File: config.mk
export PLATFORM = sky130hd
export DESIGN_NAME = pc_sequencer
export DESIGN_NICKNAME = d
export VERILOG_FILES = /design/src/rtl/cpu_types_pkg.sv /design/src/rtl/next_pc_calc.sv /design/src/rtl/pc_sequencer.sv
export SDC_FILE = /design/constraint.sdc
export NUM_CORES = 1
export LEC_CHECK = 0
export BUFFER_PORTS_ARGS = -buffer_cell sky130_fd_sc_hd__buf_4
export CORE_ASPECT_RATIO = 1.4
export CORE_MARGIN = 10
export CORE_UTILIZATION = 45
export CTS_CLUSTER_DIAMETER = 30
export CTS_CLUSTER_SIZE = 12
export DETAILED_ROUTE_END_ITERATION = 7
export PLACE_DENSITY = 0.85
export SLEW_MARGIN = 20
export SYNTH_ARGS = -nofsm -noshare
export SYNTH_HDL_FRONTEND = slang
export SYNTH_HIERARCHICAL = 1
export SYNTH_SLANG_ARGS = --single-unit
export TNS_END_PERCENT = 20
File: constraint.sdc
create_clock -name CLK -period 4.9 [get_ports CLK]
set_input_delay 0.245 -clock CLK [delete_from_list [all_inputs] [get_ports CLK]]
set_output_delay 0.245 -clock CLK [all_outputs]
set_load 0.01 [all_outputs]
File: src/rtl/cpu_types_pkg.sv
// Shared CPU types: machine word, PC source select and pc_sequencer states.
package cpu_types_pkg;

  typedef logic [31:0] word_t;

  typedef enum logic [1:0] {
    SEQ = 2'd0,
    BR  = 2'd1,
    J   = 2'd2,
    JR  = 2'd3
  } pc_src_t;

  typedef enum logic [1:0] {
    RUN   = 2'd0,
    REDIR = 2'd1,
    HALT  = 2'd2,
    TRAP  = 2'd3
  } pcseq_state_t;

  localparam word_t PC_INIT_DEFAULT    = 32'h0000_0000;
  localparam word_t EXC_VECTOR_DEFAULT = 32'h0000_0080;

endpackage

File: src/rtl/next_pc_calc.sv
// Combinational next-PC target: sequential, branch, jump and jump-register.
module next_pc_calc
  import cpu_types_pkg::*;
(
  input  word_t       pc_out,
  input  pc_src_t     pc_src,
  input  logic        br_taken,
  input  logic [15:0] imm16,
  input  logic [25:0] jaddr,
  input  word_t       rs_data,
  output word_t       pc_plus4,
  output word_t       target,
  output logic        is_xfer
);

  word_t br_off;

  assign pc_plus4 = pc_out + 32'd4;
  assign br_off   = {{14{imm16[15]}}, imm16, 2'b00};

  // Select the target; is_xfer flags a real (non-sequential) control transfer
  always_comb begin
    target  = pc_plus4;
    is_xfer = 1'b0;
    case (pc_src)
      BR: begin
        if (br_taken) begin
          target  = pc_plus4 + br_off;
          is_xfer = 1'b1;
        end
      end
      J: begin
        target  = {pc_plus4[31:28], jaddr, 2'b00};
        is_xfer = 1'b1;
      end
      JR: begin
        target  = rs_data;
        is_xfer = 1'b1;
      end
      default: begin
        target  = pc_plus4;
        is_xfer = 1'b0;
      end
    endcase
  end

endmodule

File: src/rtl/pc_sequencer.sv
// Next-PC controller: drives pc_in/pcWEN, buffers a control transfer resolved
// during a data stall, and latches HALT.
// Optional feature macro: PC_ALIGN_TRAP_EN (misaligned target traps to
// EXC_VECTOR through a one-cycle TRAP state, adds the misalign output).
module pc_sequencer
  import cpu_types_pkg::*;
#(
  parameter word_t PC_INIT    = PC_INIT_DEFAULT,
  parameter word_t EXC_VECTOR = EXC_VECTOR_DEFAULT
) (
  input  logic        CLK,
  input  logic        nRST,
  input  word_t       pc_out,
  input  logic        ihit,
  input  logic        dstall,
  input  logic        halt,
  input  logic [1:0]  pc_src,
  input  logic        br_taken,
  input  logic [15:0] imm16,
  input  logic [25:0] jaddr,
  input  word_t       rs_data,
  output word_t       pc_in,
  output logic        pcWEN,
  output word_t       pc_plus4,
  output logic        halted,
`ifdef PC_ALIGN_TRAP_EN
  output logic        misalign,
`endif
  output logic        redir_pend
);

  pcseq_state_t state, state_nx;
  word_t        buf_q, buf_nx;
  word_t        target, sel_tgt, sel_pc;
  logic         is_xfer;
  logic         accept;
  logic         run_write;
  logic         sel_mis;

  next_pc_calc u_calc (
    .pc_out   (pc_out),
    .pc_src   (pc_src_t'(pc_src)),
    .br_taken (br_taken),
    .imm16    (imm16),
    .jaddr    (jaddr),
    .rs_data  (rs_data),
    .pc_plus4 (pc_plus4),
    .target   (target),
    .is_xfer  (is_xfer)
  );

  assign accept    = ihit & ~dstall;
  assign run_write = accept & ~halt;
  assign sel_tgt   = (state == REDIR) ? buf_q : target;

`ifdef PC_ALIGN_TRAP_EN
  assign sel_mis  = |sel_tgt[1:0];
  assign sel_pc   = sel_mis ? EXC_VECTOR : sel_tgt;
  assign misalign = (state == TRAP);
`else
  logic unused_exc_vector;
  assign sel_mis           = 1'b0;
  assign sel_pc            = sel_tgt;
  assign unused_exc_vector = ^{EXC_VECTOR, sel_mis};
`endif

  // State register and redirect buffer
  always_ff @(posedge CLK or negedge nRST) begin
    if (!nRST) begin
      state <= RUN;
      buf_q <= '0;
    end else begin
      state <= state_nx;
      buf_q <= buf_nx;
    end
  end

  // Next state: halt wins over any transfer; a stalled transfer is buffered
  always_comb begin
    state_nx = state;
    buf_nx   = buf_q;
    case (state)
      RUN: begin
        if (halt) begin
          if (accept) state_nx = HALT;
        end else if (is_xfer && dstall) begin
          state_nx = REDIR;
          buf_nx   = target;
        end else if (run_write && sel_mis) begin
          state_nx = TRAP;
        end
      end
      REDIR: begin
        if (accept) begin
          state_nx = sel_mis ? TRAP : RUN;
          buf_nx   = '0;
        end
      end
      HALT:    state_nx = HALT;
      TRAP:    state_nx = RUN;
      default: state_nx = RUN;
    endcase
  end

  // Outputs: reset forces PC_INIT and no write; otherwise state-qualified
  always_comb begin
    pc_in      = sel_pc;
    pcWEN      = 1'b0;
    halted     = (state == HALT);
    redir_pend = (state == REDIR);
    case (state)
      RUN:     pcWEN = run_write;
      REDIR:   pcWEN = accept;
      default: pcWEN = 1'b0;
    endcase
    if (!nRST) begin
      pc_in = PC_INIT;
      pcWEN = 1'b0;
    end
  end

endmodule
# Word level (Yosys, flattened, before mapping)
# Cells that the tools add are included.
# totals
register_bits	34
in_bits	114
out_inout_bits	67
elab_cells	42
# classes
addsub	2
eq_ne	11
mux	17
n_bitwise	4
reduce_logical	6
# ops
cell	count
$mux 32	6
$pmux 32 s3	1
$pmux 32 s2	1
$add 32x3->32 const B	1
$add 32x32->32	1
$eq 2x2->1 const B	4
$mux 2	4
$pmux 2 s4	1
$ne 3x3->1 const B	2
$eq 2x1->1 const B	2
$ne 2x2->1 const B	2
$pmux 1 s2	2
$reduce_and 4->1	1
$reduce_and 3->1	1
$and 1x1->1	2
$logic_not 2->1	1
$mux 1	2
$ne 2x1->1 const B	1
$not 1->1	2
$reduce_bool 2->1	1
$reduce_or 2->1	1
$logic_and 1x1->1	1

# Longest topological paths before layout
# Gate-level depths: netlist (run 1).
# depth
ltp_word	7
ltp_mapped	18
mapped_depth_nobuf	17

# Modules after synthesis
# The synthesis (run 1) kept the hierarchy.
# by_module_without_submodules
module	instances	cells_each	area_per_inst_um2	seq_area_each_um2
next_pc_calc	1	451	3150.5	0.0
pc_sequencer	1	267	2129.5	850.8

# Worst setup path before layout (run 1)
# OpenSTA, ideal clock, no wires.
# synth_timing
kind	input port to output port
startpoint	input pc_out[2]
endpoint	output pc_in[31]
arrival_time_ns	3.793
required_ns	4.655
slack_ns	0.862
path_stages	17
path_buffers	0
cell_sequence	ha_1 > nand2_1 > nor3_1 > nand3_1 > xnor2_1 > ha_1 > a21o_1 > a211oi_1 > o21ai_0 > o211ai_1 > mux2i_1 > a31o_1 > o41ai_2 > mux2i_1 > nor2_1 > nand2_1 > a21boi_0
# synth_between
elab_chain_cells	6
# synth_rtl
item	line	source
start, declared	pc_sequencer.sv:13	input word_t pc_out,
$add 32x3->32	next_pc_calc.sv:18	assign pc_plus4 = pc_out + 32'd4;
named net pc_plus4[24]	pc_sequencer.sv:24	output word_t pc_plus4,
$add 32x32->32	next_pc_calc.sv:28	target = pc_plus4 + br_off;
$mux 32	next_pc_calc.sv:27	if (br_taken) begin
$pmux 32 s3	next_pc_calc.sv:25	case (pc_src)
named net target[31]	pc_sequencer.sv:34	word_t target, sel_tgt, sel_pc;
$mux 32	pc_sequencer.sv:54	assign sel_tgt = (state == REDIR) ? buf_q : target;
$mux 32	pc_sequencer.sv:116	if (!nRST) begin
end, declared	pc_sequencer.sv:22	output word_t pc_in,
# The timed path passes the listed nets, and every way through them passes these cells.

# Worst setup path in the final report (run 1)
# layout_timing
startpoint	input pc_out[5]
endpoint	output pc_in[30]
# layout_between
elab_chain_cells	6
# layout_rtl
item	line
$add 32x3->32 (*)	next_pc_calc.sv:18
$add 32x32->32	next_pc_calc.sv:28
$mux 32	next_pc_calc.sv:27
$pmux 32 s3 (*)	next_pc_calc.sv:25
named net target[30]	pc_sequencer.sv:34
$mux 32 (*)	pc_sequencer.sv:54
$mux 32 (*)	pc_sequencer.sv:116
# Mark *: on every way through the listed nets, which the timed path passes. The rest lies on a longest branch.

==> results of run 1 <==
-- through the flow --
step	power, mW	utilization [%]	area (um^2)	setup slack [ps]	instances
2_1_floorplan	1.10	-	5280	862	718
3_3_place_gp	1.40	57.9	6600	397	1007
3_5_place_dp	1.41	57.9	6600	495	1007
4_1_cts	1.73	59.2	6740	469	1015
5_1_grt	1.86	59.2	6740	42.2	1015
6_report	1.74	59.2	6740	353	1015
-- layout make-up --
cell class,instances,area (um^2),area share (%)
Clock inverter,1,5.00,0.0742
Inverter,23,87.6,1.30
Timing Repair Buffer,191,1430,21.3
Tap cell,144,180,2.67
Sequential cell,34,852,12.6
Clock buffer,7,143,2.12
Multi-Input combinational cell,615,4040,59.9
-- worst register-to-register path: stages, from the launching register on --
cell	delay, ps
dfrtp_2	630
nor3_2	870
buf_4	360
o21ai_0	130
-- sequential cells by signal, indices dropped and copies added (netlist names) --
name / count
state: 2
buf_q: 32
-- routing by layer --
metal | up-vias | track usage [%] | part of all wire (%)
met5 | - | 0 | 0
met3 | 53 | 2.98 | 6.7
met2 | 266 | 39.6 | 51
met4 | 0 | 11.7 | 4.5
li1 | 2887 | - | -
met1 | 2805 | 26.5 | 38
-- kinds of logic (layout without fill, tap and decap cells) --
kind of cell | after synthesis | after routing | synth area share (%)
compound gates | 225 | 225 | 27.6
mux | 17 | 17 | 4.91
xor+xnor | 51 | 51 | 8.46
buf+inv | 69 | 222 | 7.70
simple gates | 287 | 287 | 26.8
flops | 34 | 34 | 16.1
fa+ha+maj | 35 | 35 | 8.44
-- Yosys cell counts, types with 18 or more instances --
master / count / area, um^2
inv_1: 20 / 75.1
a21oi_1: 47 / 235
xnor2_1: 33 / 289
xor2_1: 18 / 158
dfrtp_1: 34 / 851
ha_1: 34 / 425
nand3b_1: 32 / 240
nor2_1: 39 / 146
a21boi_0: 22 / 165
o21ai_0: 55 / 275
nand2_1: 144 / 541
-- cells in the final DEF (no fill, tap or decap), drive strengths merged, types with 3 or more instances in the layout --
| cell type | synthesis | final |
|---|---|---|
| and3 | 8 | 8 |
| ha | 34 | 34 |
| nor3 | 5 | 5 |
| a22oi | 6 | 6 |
| buf | 20 | 191 |
| xnor2 | 33 | 33 |
| nand4 | 13 | 13 |
| o2111ai | 3 | 3 |
| nor2 | 40 | 40 |
| and2b | 3 | 3 |
| mux4 | 7 | 7 |
| a32oi | 4 | 4 |
| o21a | 4 | 4 |
| o22ai | 4 | 4 |
| mux2i | 9 | 9 |
| o211ai | 4 | 4 |
| a21boi | 33 | 33 |
| a21oi | 47 | 47 |
| o221ai | 5 | 5 |
| and4 | 4 | 4 |
| a221oi | 5 | 5 |
| nand2 | 144 | 144 |
| inv | 21 | 21 |
| o21bai | 5 | 5 |
| nor3b | 3 | 3 |
| clkinv | 2 | 3 |
| dfrtp | 34 | 34 |
| xor2 | 18 | 18 |
| nand3b | 32 | 32 |
| or3 | 3 | 3 |
| nor2b | 6 | 6 |
| clkbuf | 25 | 7 |
| nand3 | 14 | 14 |
| nand2b | 3 | 3 |
| o21ai | 68 | 68 |
| a21o | 15 | 15 |
| a31oi | 5 | 5 |
-- how the worst min path moves through the flow --
| stage | end | cells past startpoint | slack (ps) |
|---|---|---|---|
| after floorplan | buf_q[0]$_DFFE_PN0P_ | 0 | -50 |
| after global placement | buf_q[3]$_DFFE_PN0P_ | 1 | 310 |
| after detailed placement | buf_q[3]$_DFFE_PN0P_ | 1 | 310 |
| after CTS | buf_q[3]$_DFFE_PN0P_ | 1 | 9 |
| after global routing | buf_q[3]$_DFFE_PN0P_ | 1 | 50 |
| final | buf_q[3]$_DFFE_PN0P_ | 1 | -20 |
-- power groups by stage --
| stage | Clock (mW) | Combinational, mW | Sequential [mW] |
|---|---|---|---|
| finish | 0.321 | 0.911 | 0.506 |
| detailed placement | 0 | 0.901 | 0.507 |
| floorplan | 0 | 0.631 | 0.465 |
| global placement | 0 | 0.891 | 0.506 |
| CTS | 0.322 | 0.909 | 0.504 |
| global route | 0.332 | 1.00 | 0.521 |
==> qor.csv, run 1 <==
metric,value,unit
status,finished with violations,
violated checks,hold timing,
Max-Cap Viols,0,
Routability Congestion,0.920,
crit path from,pc_out[5],
synth unique cells,77,
Crit-path slowest cell,a311o_1,
CORE AREA,11400,um^2
Least-Margin Pin Slew,951,ps
"Seq/Total Area, Yosys",16.1,%
Comb pwr share,52.4,%
Mean Syn Cell Area,7.35,um^2
count of pins over their slew limit,0,
crit path launch type,input pin,
vias per inst,5.92,
flop2flop setup slack,2780,ps
Residual DRC,0,
total CTS buffers,5,
Setup TNS,0,ps
Clock Tree Buf Depth,2,
Sink Count,34,
sw power,716,uW
synthesized instance count,718,
H-tree depth,2,
share of total power in the clock network,18.5,%
CP Data Required Time,4660,ps
CTS root buf,clkbuf_16,
first-pass detailed-route iteration total,5,
Crit path max-delay family,compound AO/OA/AOI/OAI gates,
YS warnings,6,
drt wl/cell,19.9,um
CP Cell Sequence,"buf_4, nand4_1, nor3_2, buf_4, nand3_1, xnor2_1, ha_1, a21oi_1, o21a_1, inv_1, nor2_1, a32oi_1, a311o_1, a221oi_2, xor2_1, a21oi_1, nand2_1, a21boi_0, buf_4",
Post-synth EDFFs,0,
WL final,20200,um
DP Wirelength,16000,um
CP peak stage delay,460,ps
worst-path maximum fanout,6,
Post-CTS Repair Setup Buffers,0,
final hold slack,-15.4,ps
"Clk pin slew, worst setup/hold paths",50,ps
worst hold path class,input pin to asynchronous set/reset pin,
nets,1019,
die area,16500,um^2
main flop type after synthesis,dfrtp_1,
Skew-Pair Late Insertion Delay,280,ps
largest net degree at the start of global routing,68,
post-synthesis register bit count,34,
cts repair resizes,0,
Synth Cell Area,5280,um^2
# rows,46,
critical path data arrival time,4300,ps
Setup Skew,1.96,ps
post-route ant nets,0,
IO Port Bufs,180,
buffers and inverters on the worst path,4,
crit path to,pc_in[30],
first-pass GRT wire length,31100,um
internal power,1.02,mW
Initial DRC Count,519,
Initial Utilization,46.3,%
Die Width,112,um
reg2reg end,buf_q[8]$_DFFE_PN0P_,
via count,6011,
vias in the first global route,5930,
All-Layer GR Usage,22.7,%
Max VDD drop,0.000156,V
Rel. slew slack,36.2,%
CTS tree,built,
element type at the critical path end,primary output,
Final Hold Fails,2,
Hold Buf Count CTS,0,
Final min period,4550,ps
Worst R2R Path Depth,3,
CP dominant cell by count,buf_4,
layout cells sized above 1,25.8,%
area grow syn2layout,27.7,%
fillcell total,1116,
asr flop ratio synth,100,%
Die Ht,148,um
cell count along the critical path,19,
Synth Net Count,867,
fin crit share,92.8,%
Lkg Pwr,3.14,nW
reg2reg start,state[0]$_DFFE_PN0P_,
sequential power share,29.1,%
grt ovf,0,
Switching Fraction,41.2,%
Fmax,220,MHz
Final setup viols,0,
RSZ-0062 raised after global routing,false,
initial antenna violation count,0,
antenna cells,0,
PD cells,258,nW/um^2
WS Path Type,input pin to primary output,
I/O pins,181,
Power figures use the tool's default switching activity.
==> run 2: changes to the inputs <==
--- a/config.mk
+++ b/config.mk
@@ -8,11 +8,11 @@
 export BUFFER_PORTS_ARGS = -buffer_cell sky130_fd_sc_hd__buf_4
 export CORE_ASPECT_RATIO = 1.4
 export CORE_MARGIN = 10
-export CORE_UTILIZATION = 45
+export CORE_UTILIZATION = 30
 export CTS_CLUSTER_DIAMETER = 30
 export CTS_CLUSTER_SIZE = 12
 export DETAILED_ROUTE_END_ITERATION = 7
-export PLACE_DENSITY = 0.85
+export PLACE_DENSITY = 0.64
 export SLEW_MARGIN = 20
 export SYNTH_ARGS = -nofsm -noshare
 export SYNTH_HDL_FRONTEND = slang
==> run 2 against run 1 <==
  * The run now ends clean
  * Flip-flop and latch count is the same
  * Non-clock buffer count up 2
  * Fmax is 2.0% higher
  * Critical path type unchanged
  * Cell area is 2.1% higher
  * Die area increased by 41%
  * Largest cell class unchanged
  * First-iteration DRC count increased by 7.1%
==> qor.csv, run 2 (synthesis gave the netlist of run 1 again) <==
metric,value,unit,change
status,finished clean,,was finished with violations
die area,23400,um^2,was 16500 um^2
Worst R2R Path Depth,4,,was 3
Routability Congestion,0.921,,was 0.920
Final Hold Fails,0,,was 2
WS Path Type,input pin to primary output,,unchanged
Lkg Pwr,3.16,nW,was 3.14 nW
Max-Cap Viols,0,,unchanged
layout cells sized above 1,26.0,%,was 25.8%
worst-path maximum fanout,6,,unchanged
CP Data Required Time,4660,ps,about the same
reg2reg end,buf_q[0]$_DFFE_PN0P_,,was buf_q[8]$_DFFE_PN0P_
most frequent cells in the layout,"buf_4 (193), nand2_1 (144), o21ai_0 (55)",,"was buf_4 (191), nand2_1 (144), o21ai_0 (55)"
CTS tree,built,,unchanged
All-Layer GR Usage,17.9,%,was 22.7%
Die Width,132,um,was 112 um
Top Registers,"buf_q x32, state x2",,unchanged
Skew-Pair Late Insertion Delay,280,ps,about the same
H-tree depth,2,,unchanged
Fmax,224,MHz,was 220 MHz
area grow syn2layout,30.5,%,was 27.7%
"most common cell after layout, fill and taps aside",buf_4,,unchanged
Max VDD drop,0.000118,V,was 0.000156 V
Setup Skew,3.31,ps,was 1.96 ps
fin crit share,91.0,%,was 92.8%
Post-CTS Repair Setup Buffers,0,,unchanged
Final setup viols,0,,unchanged
total CTS buffers,5,,unchanged
Final Power,1.75,mW,was 1.74 mW
CP peak stage delay,460,ps,about the same
element type at the critical path end,primary output,,unchanged
vias in the first global route,5950,,was 5930
largest net degree at the start of global routing,68,,unchanged
Initial Utilization,30.5,%,was 46.3%
I/O pins,181,,unchanged
IO Port Bufs,180,,unchanged
first-pass GRT wire length,33800,um,was 31100 um
Rel. slew slack,50.0,%,was 36.2%
Final min period,4460,ps,was 4550 ps
CP dominant cell by count,buf_4,,unchanged
count of pins over their slew limit,0,,unchanged
grt ovf,0,,unchanged
Largest register FFs,32,,unchanged
"Clk pin slew, worst setup/hold paths",50,ps,about the same
drt wl/cell,19.9,um,about the same
initial antenna violation count,2,,was 0
Hold Buf Count CTS,0,,unchanged
first-pass detailed-route iteration total,6,,was 5
PD cells,254,nW/um^2,was 258 nW/um^2
RSZ-0062 raised after global routing,false,,unchanged
DP Wirelength,17400,um,was 16000 um
Least-Margin Pin Slew,747,ps,was 951 ps
nets,1021,,was 1019
Initial DRC Count,556,,was 519
flop2flop setup slack,3160,ps,was 2780 ps
via count,5924,,was 6011
CORE AREA,17300,um^2,was 11400 um^2
# rows,57,,was 46
Die Ht,177,um,was 148 um
largest register by flop count,buf_q,,unchanged
post-route ant nets,0,,unchanged
crit path launch type,input pin,,unchanged
critical path data arrival time,4210,ps,was 4300 ps
reg2reg start,state[1]$_DFFE_PN0P_,,was state[0]$_DFFE_PN0P_
CTS root buf,clkbuf_16,,unchanged
Clock Tree Buf Depth,2,,unchanged
worst hold path class,input pin to asynchronous set/reset pin,,unchanged
fillcell total,1848,,was 1116
Residual DRC,0,,unchanged
vias per inst,5.33,,was 5.92
Setup TNS,0,ps,unchanged
WL final,22100,um,was 20200 um
CP Cell Sequence,"buf_4, nand4_1, nor3_4, buf_4, nand3_1, xnor2_1, ha_1, a21oi_1, o21a_1, inv_1, nor2_1, a32oi_1, a311o_1, a221oi_2, xor2_1, a21oi_1, nand2_1, a21boi_0, buf_4",,"was buf_4, nand4_1, nor3_2, buf_4, nand3_1, xnor2_1, ha_1, a21oi_1, o21a_1, inv_1, nor2_1, a32oi_1, a311o_1, a221oi_2, xor2_1, a21oi_1, nand2_1, a21boi_0, buf_4"
Crit-path slowest cell,a311o_1,,unchanged
Sink Count,34,,unchanged
-- run 2: routing by layer --
layer / global-route usage [%] / vias to the layer above / routed length [um]
met5: 0 / - / 0
met4: 6.92 / 0 / 651
met3: 2.36 / 35 / 1060
met2: 31.5 / 184 / 11200
met1: 21.5 / 2807 / 9160
li1: - / 2898 / -
-- run 2: metrics by stage --
stage / cells / setup slack [ps] / hold WS, ps / cell area, um^2 / utilization (%)
final: 1111 / 441 / 1.72 / 6890 / 39.7
after global routing: 1111 / 21.7 / 55.7 / 6890 / 39.7
after CTS: 1109 / 328 / 23.2 / 6880 / 39.7
after detailed placement: 1101 / 354 / 317 / 6730 / 38.8
after global placement: 1101 / 446 / 326 / 6730 / 38.8
after floorplan: 718 / 862 / -50.6 / 5280 / -
-- run 2: area by class of cell --
type	instances	area (um^2)	share of cell area, %
clock inverter	2	12.5	0.182
multi-input combinational	615	4050	58.8
sequential	34	851	12.4
clock buffer	6	139	2.02
inverter	23	87.6	1.27
timing repair buffer	193	1450	21.0
antenna	2	5.00	0.0727
tap	236	295	4.29
-- run 2: repair_timing --
action / in CTS / in global routing
endpoints found under the hold margin: 0 / 0
setup endpoints to repair: 0 / 2
gates resized for setup: 0 / 1
-- run 2: report_power, final --
part	leakage (nW)	internal, mW	switching [mW]	total (mW)
registers	0.435	0.410	0.0735	0.483
logic	2.66	0.415	0.530	0.944
clock network	0.0729	0.201	0.121	0.322
-- run 2: worst max-delay path, delay by kind of cell --
family / cells / cell delay (ps)
xor gates and xnor gates: 2 / 470
and+or+nand+nor: 5 / 880
adders and majority gates: 1 / 390
AOI/OAI and AO/OA: 7 / 1680
buffers and inverters: 4 / 520
-- run 2: how the worst max path moves through the flow --
stage / from / end / slack (ps) / depth (start not counted)
floorplan: pc_out[2] / pc_in[31] / 860 / 17
global placement: pc_out[5] / pc_in[30] / 450 / 19
detailed placement: pc_out[5] / pc_in[31] / 350 / 19
CTS: pc_out[5] / pc_in[31] / 330 / 19
global route: pc_out[2] / pc_in[31] / 20 / 20
finish: pc_out[5] / pc_in[30] / 440 / 19
==> run 3: changes to the inputs <==
--- a/config.mk
+++ b/config.mk
@@ -5,14 +5,14 @@
 export SDC_FILE = /design/constraint.sdc
 export NUM_CORES = 1
 export LEC_CHECK = 0
-export BUFFER_PORTS_ARGS = -buffer_cell sky130_fd_sc_hd__buf_4
 export CORE_ASPECT_RATIO = 1.4
 export CORE_MARGIN = 10
 export CORE_UTILIZATION = 30
 export CTS_CLUSTER_DIAMETER = 30
 export CTS_CLUSTER_SIZE = 12
 export DETAILED_ROUTE_END_ITERATION = 7
-export PLACE_DENSITY = 0.64
+export DONT_BUFFER_PORTS = 1
+export PLACE_DENSITY = 0.56
 export SLEW_MARGIN = 20
 export SYNTH_ARGS = -nofsm -noshare
 export SYNTH_HDL_FRONTEND = slang
==> run 3 against run 2 <==
  * Combinational power is 16% lower
  * Non-clock buffer count is 152 lower
  * Clock skew hardly changed
  * Critical path type unchanged
  * Largest cell class unchanged
==> qor.csv, run 3 (synthesis gave the netlist of run 1 again) <==
metric,value,unit,change
RSZ-0062 raised after global routing,false,,unchanged
Setup TNS,0,ps,unchanged
Die Width,132,um,unchanged
CTS root buf,clkbuf_16,,unchanged
Comb pwr share,50.4,%,was 54.0%
PD cells,275,nW/um^2,was 254 nW/um^2
"Clk pin slew, worst setup/hold paths",50,ps,about the same
post-route ant nets,0,,unchanged
post-place setup slack,518,ps,was 354 ps
status,finished clean,,unchanged
largest net degree at the start of global routing,41,,was 68
Sink Count,34,,unchanged
Max-Cap Viols,0,,unchanged
Final Cell Area,5730,um^2,was 6890 um^2
initial antenna violation count,0,,was 2
Top Registers,"buf_q x32, state x2",,unchanged
antenna cells,0,,was 2
element type at the critical path end,primary output,,unchanged
Max VDD drop,0.000115,V,was 0.000118 V
WS Path Type,input pin to primary output,,unchanged
Skew-Pair Late Insertion Delay,280,ps,about the same
Least-Margin Pin Slew,864,ps,was 747 ps
most frequent cells in the layout,"nand2_1 (144), o21ai_0 (55), a21oi_1 (47)",,"was buf_4 (193), nand2_1 (144), o21ai_0 (55)"
Final Hold Fails,0,,unchanged
Residual DRC,0,,unchanged
WL final,21700,um,was 22100 um
DP Wirelength,17000,um,was 17400 um
Routability Congestion,0.906,,was 0.921
largest register by flop count,buf_q,,unchanged
vias per inst,5.67,,was 5.33
count of pins over their slew limit,0,,unchanged
critical path data arrival time,4170,ps,was 4210 ps
worst hold path class,input pin to flop,,was input pin to asynchronous set/reset pin
area grow syn2layout,8.55,%,was 30.5%
drt wl/cell,22.6,um,was 19.9 um
H-tree depth,2,,unchanged
CP Data Required Time,4660,ps,about the same
Clock Tree Buf Depth,2,,unchanged
I/O pins,181,,unchanged
CORE AREA,17300,um^2,unchanged
sw power,666,uW,was 724 uW
Rel. slew slack,42.2,%,was 50.0%
Final min period,4420,ps,was 4460 ps
nets,869,,was 1021
Switching Fraction,42.3,%,was 41.4%
first-pass detailed-route iteration total,5,,was 6
internal power,908,uW,was 1.03 mW
crit path launch type,input pin,,unchanged
Layout Cells excl Fill,956,,was 1111
fin crit share,90.2,%,was 91.0%
vias in the first global route,5564,,was 5950
post-route setup slack,482,ps,was 441 ps
Fmax,226,MHz,was 224 MHz
sequential power share,30.6,%,was 27.6%
Largest register FFs,32,,unchanged
Lkg Pwr,2.41,nW,was 3.16 nW
worst hold start,halt,,
first-pass GRT wire length,33500,um,was 33800 um
Die Ht,177,um,unchanged
grt ovf,0,,unchanged
layout cells sized above 1,9.86,%,was 26.0%
share of total power in the clock network,19.0,%,was 18.4%
die area,23400,um^2,unchanged
CTS tree,built,,unchanged
DP Area,5570,um^2,was 6730 um^2
Initial DRC Count,470,,was 556
Placed Cells,947,,was 1101
Initial Utilization,30.5,%,unchanged
"most common cell after layout, fill and taps aside",nand2_1,,was buf_4
Final setup viols,0,,unchanged
reg2reg start,state[1]$_DFFE_PN0P_,,unchanged
# rows,57,,unchanged
via count,5422,,was 5924
Post-CTS Repair Setup Buffers,0,,unchanged
worst-path maximum fanout,6,,unchanged
All-Layer GR Usage,17.9,%,about the same
crit path from,pc_out[5],,unchanged
Setup Skew,3.35,ps,was 3.31 ps
total CTS buffers,5,,unchanged
IO Port Bufs,0,,was 180
[run 3: changes by cell type in the layout (fill, tap and decap cells not counted)]
| cell | change |
|---|---|
| clkbuf_1 | +2 |
| clkinvlp_4 | -1 |
| clkbuf_8 | -1 |
| clkinv_2 | -1 |
| buf_4 | -154 |
| nor3_4 | -1 |
| diode_2 | -2 |
| nor3_2 | +1 |
| buf_12 | +1 |
| dlygate4sd3_1 | +1 |
[run 3: repair_timing]
action,4_1_cts,5_1_grt
hold buffers,2,0
hold endpoints to repair,34,0
resized for setup,0,0
[run 3: layer usage]
metal / share of wire, % / global-route usage, %
met5: 0 / 0
met2: 51 / 30.9
met4: 3.5 / 7.43
met1: 40 / 21.4
met3: 6.0 / 3.18
[run 3: power by group through the flow]
stage	Combinational, mW	Sequential (mW)	Clock [mW]
finish	0.793	0.482	0.299
global route	0.892	0.501	0.318
CTS	0.795	0.482	0.307
detailed placement	0.781	0.487	0
global placement	0.777	0.484	0
floorplan	0.631	0.465	0
[run 3: critical path: stages]
cell and delay [ps]:
nand4_1 180, nor3_2 350, buf_4 220, xor2_1 370
ha_1 360, a21oi_1 280, o21bai_1 100, a21oi_1 200
nor3b_1 70, or4b_2 600, nor2_1 140, o41ai_1 110
xnor2_1 150, o21ai_0 250, nand2_1 70, a21boi_0 280
buf_4 180
[run 3: cell type report]
type | count | area [um^2]
clock buffers | 7 | 133
repair buffers | 41 | 323
fillers | 1887 | 11600
well taps | 236 | 295
multi-input cells | 615 | 4040
flip-flops and latches | 34 | 851
inverters | 23 | 87.6
[run 3: through the flow]
step / total power, mW / hold slack (ps) / util, %
final: 1.57 / 140 / 33.1
after global placement: 1.26 / -47.8 / 32.1
after detailed placement: 1.27 / -47.7 / 32.1
after global routing: 1.71 / 167 / 33.1
after CTS: 1.58 / 134 / 33.1
after floorplan: 1.10 / -50.6 / -
[run 3: path summary, 6_finish.rpt]
check / slack [ps] / end / cells after the start
min reg2reg: 520 / buf_q[1]$_DFFE_PN0P_ / 2
max reg2reg: 2950 / buf_q[15]$_DFFE_PN0P_ / 4
max: 480 / pc_in[28] / 17
max in group asynchronous: 4270 / buf_q[16]$_DFFE_PN0P_ / 2
min in group asynchronous: 420 / buf_q[29]$_DFFE_PN0P_ / 2
min: 140 / state[1]$_DFFE_PN0P_ / 2
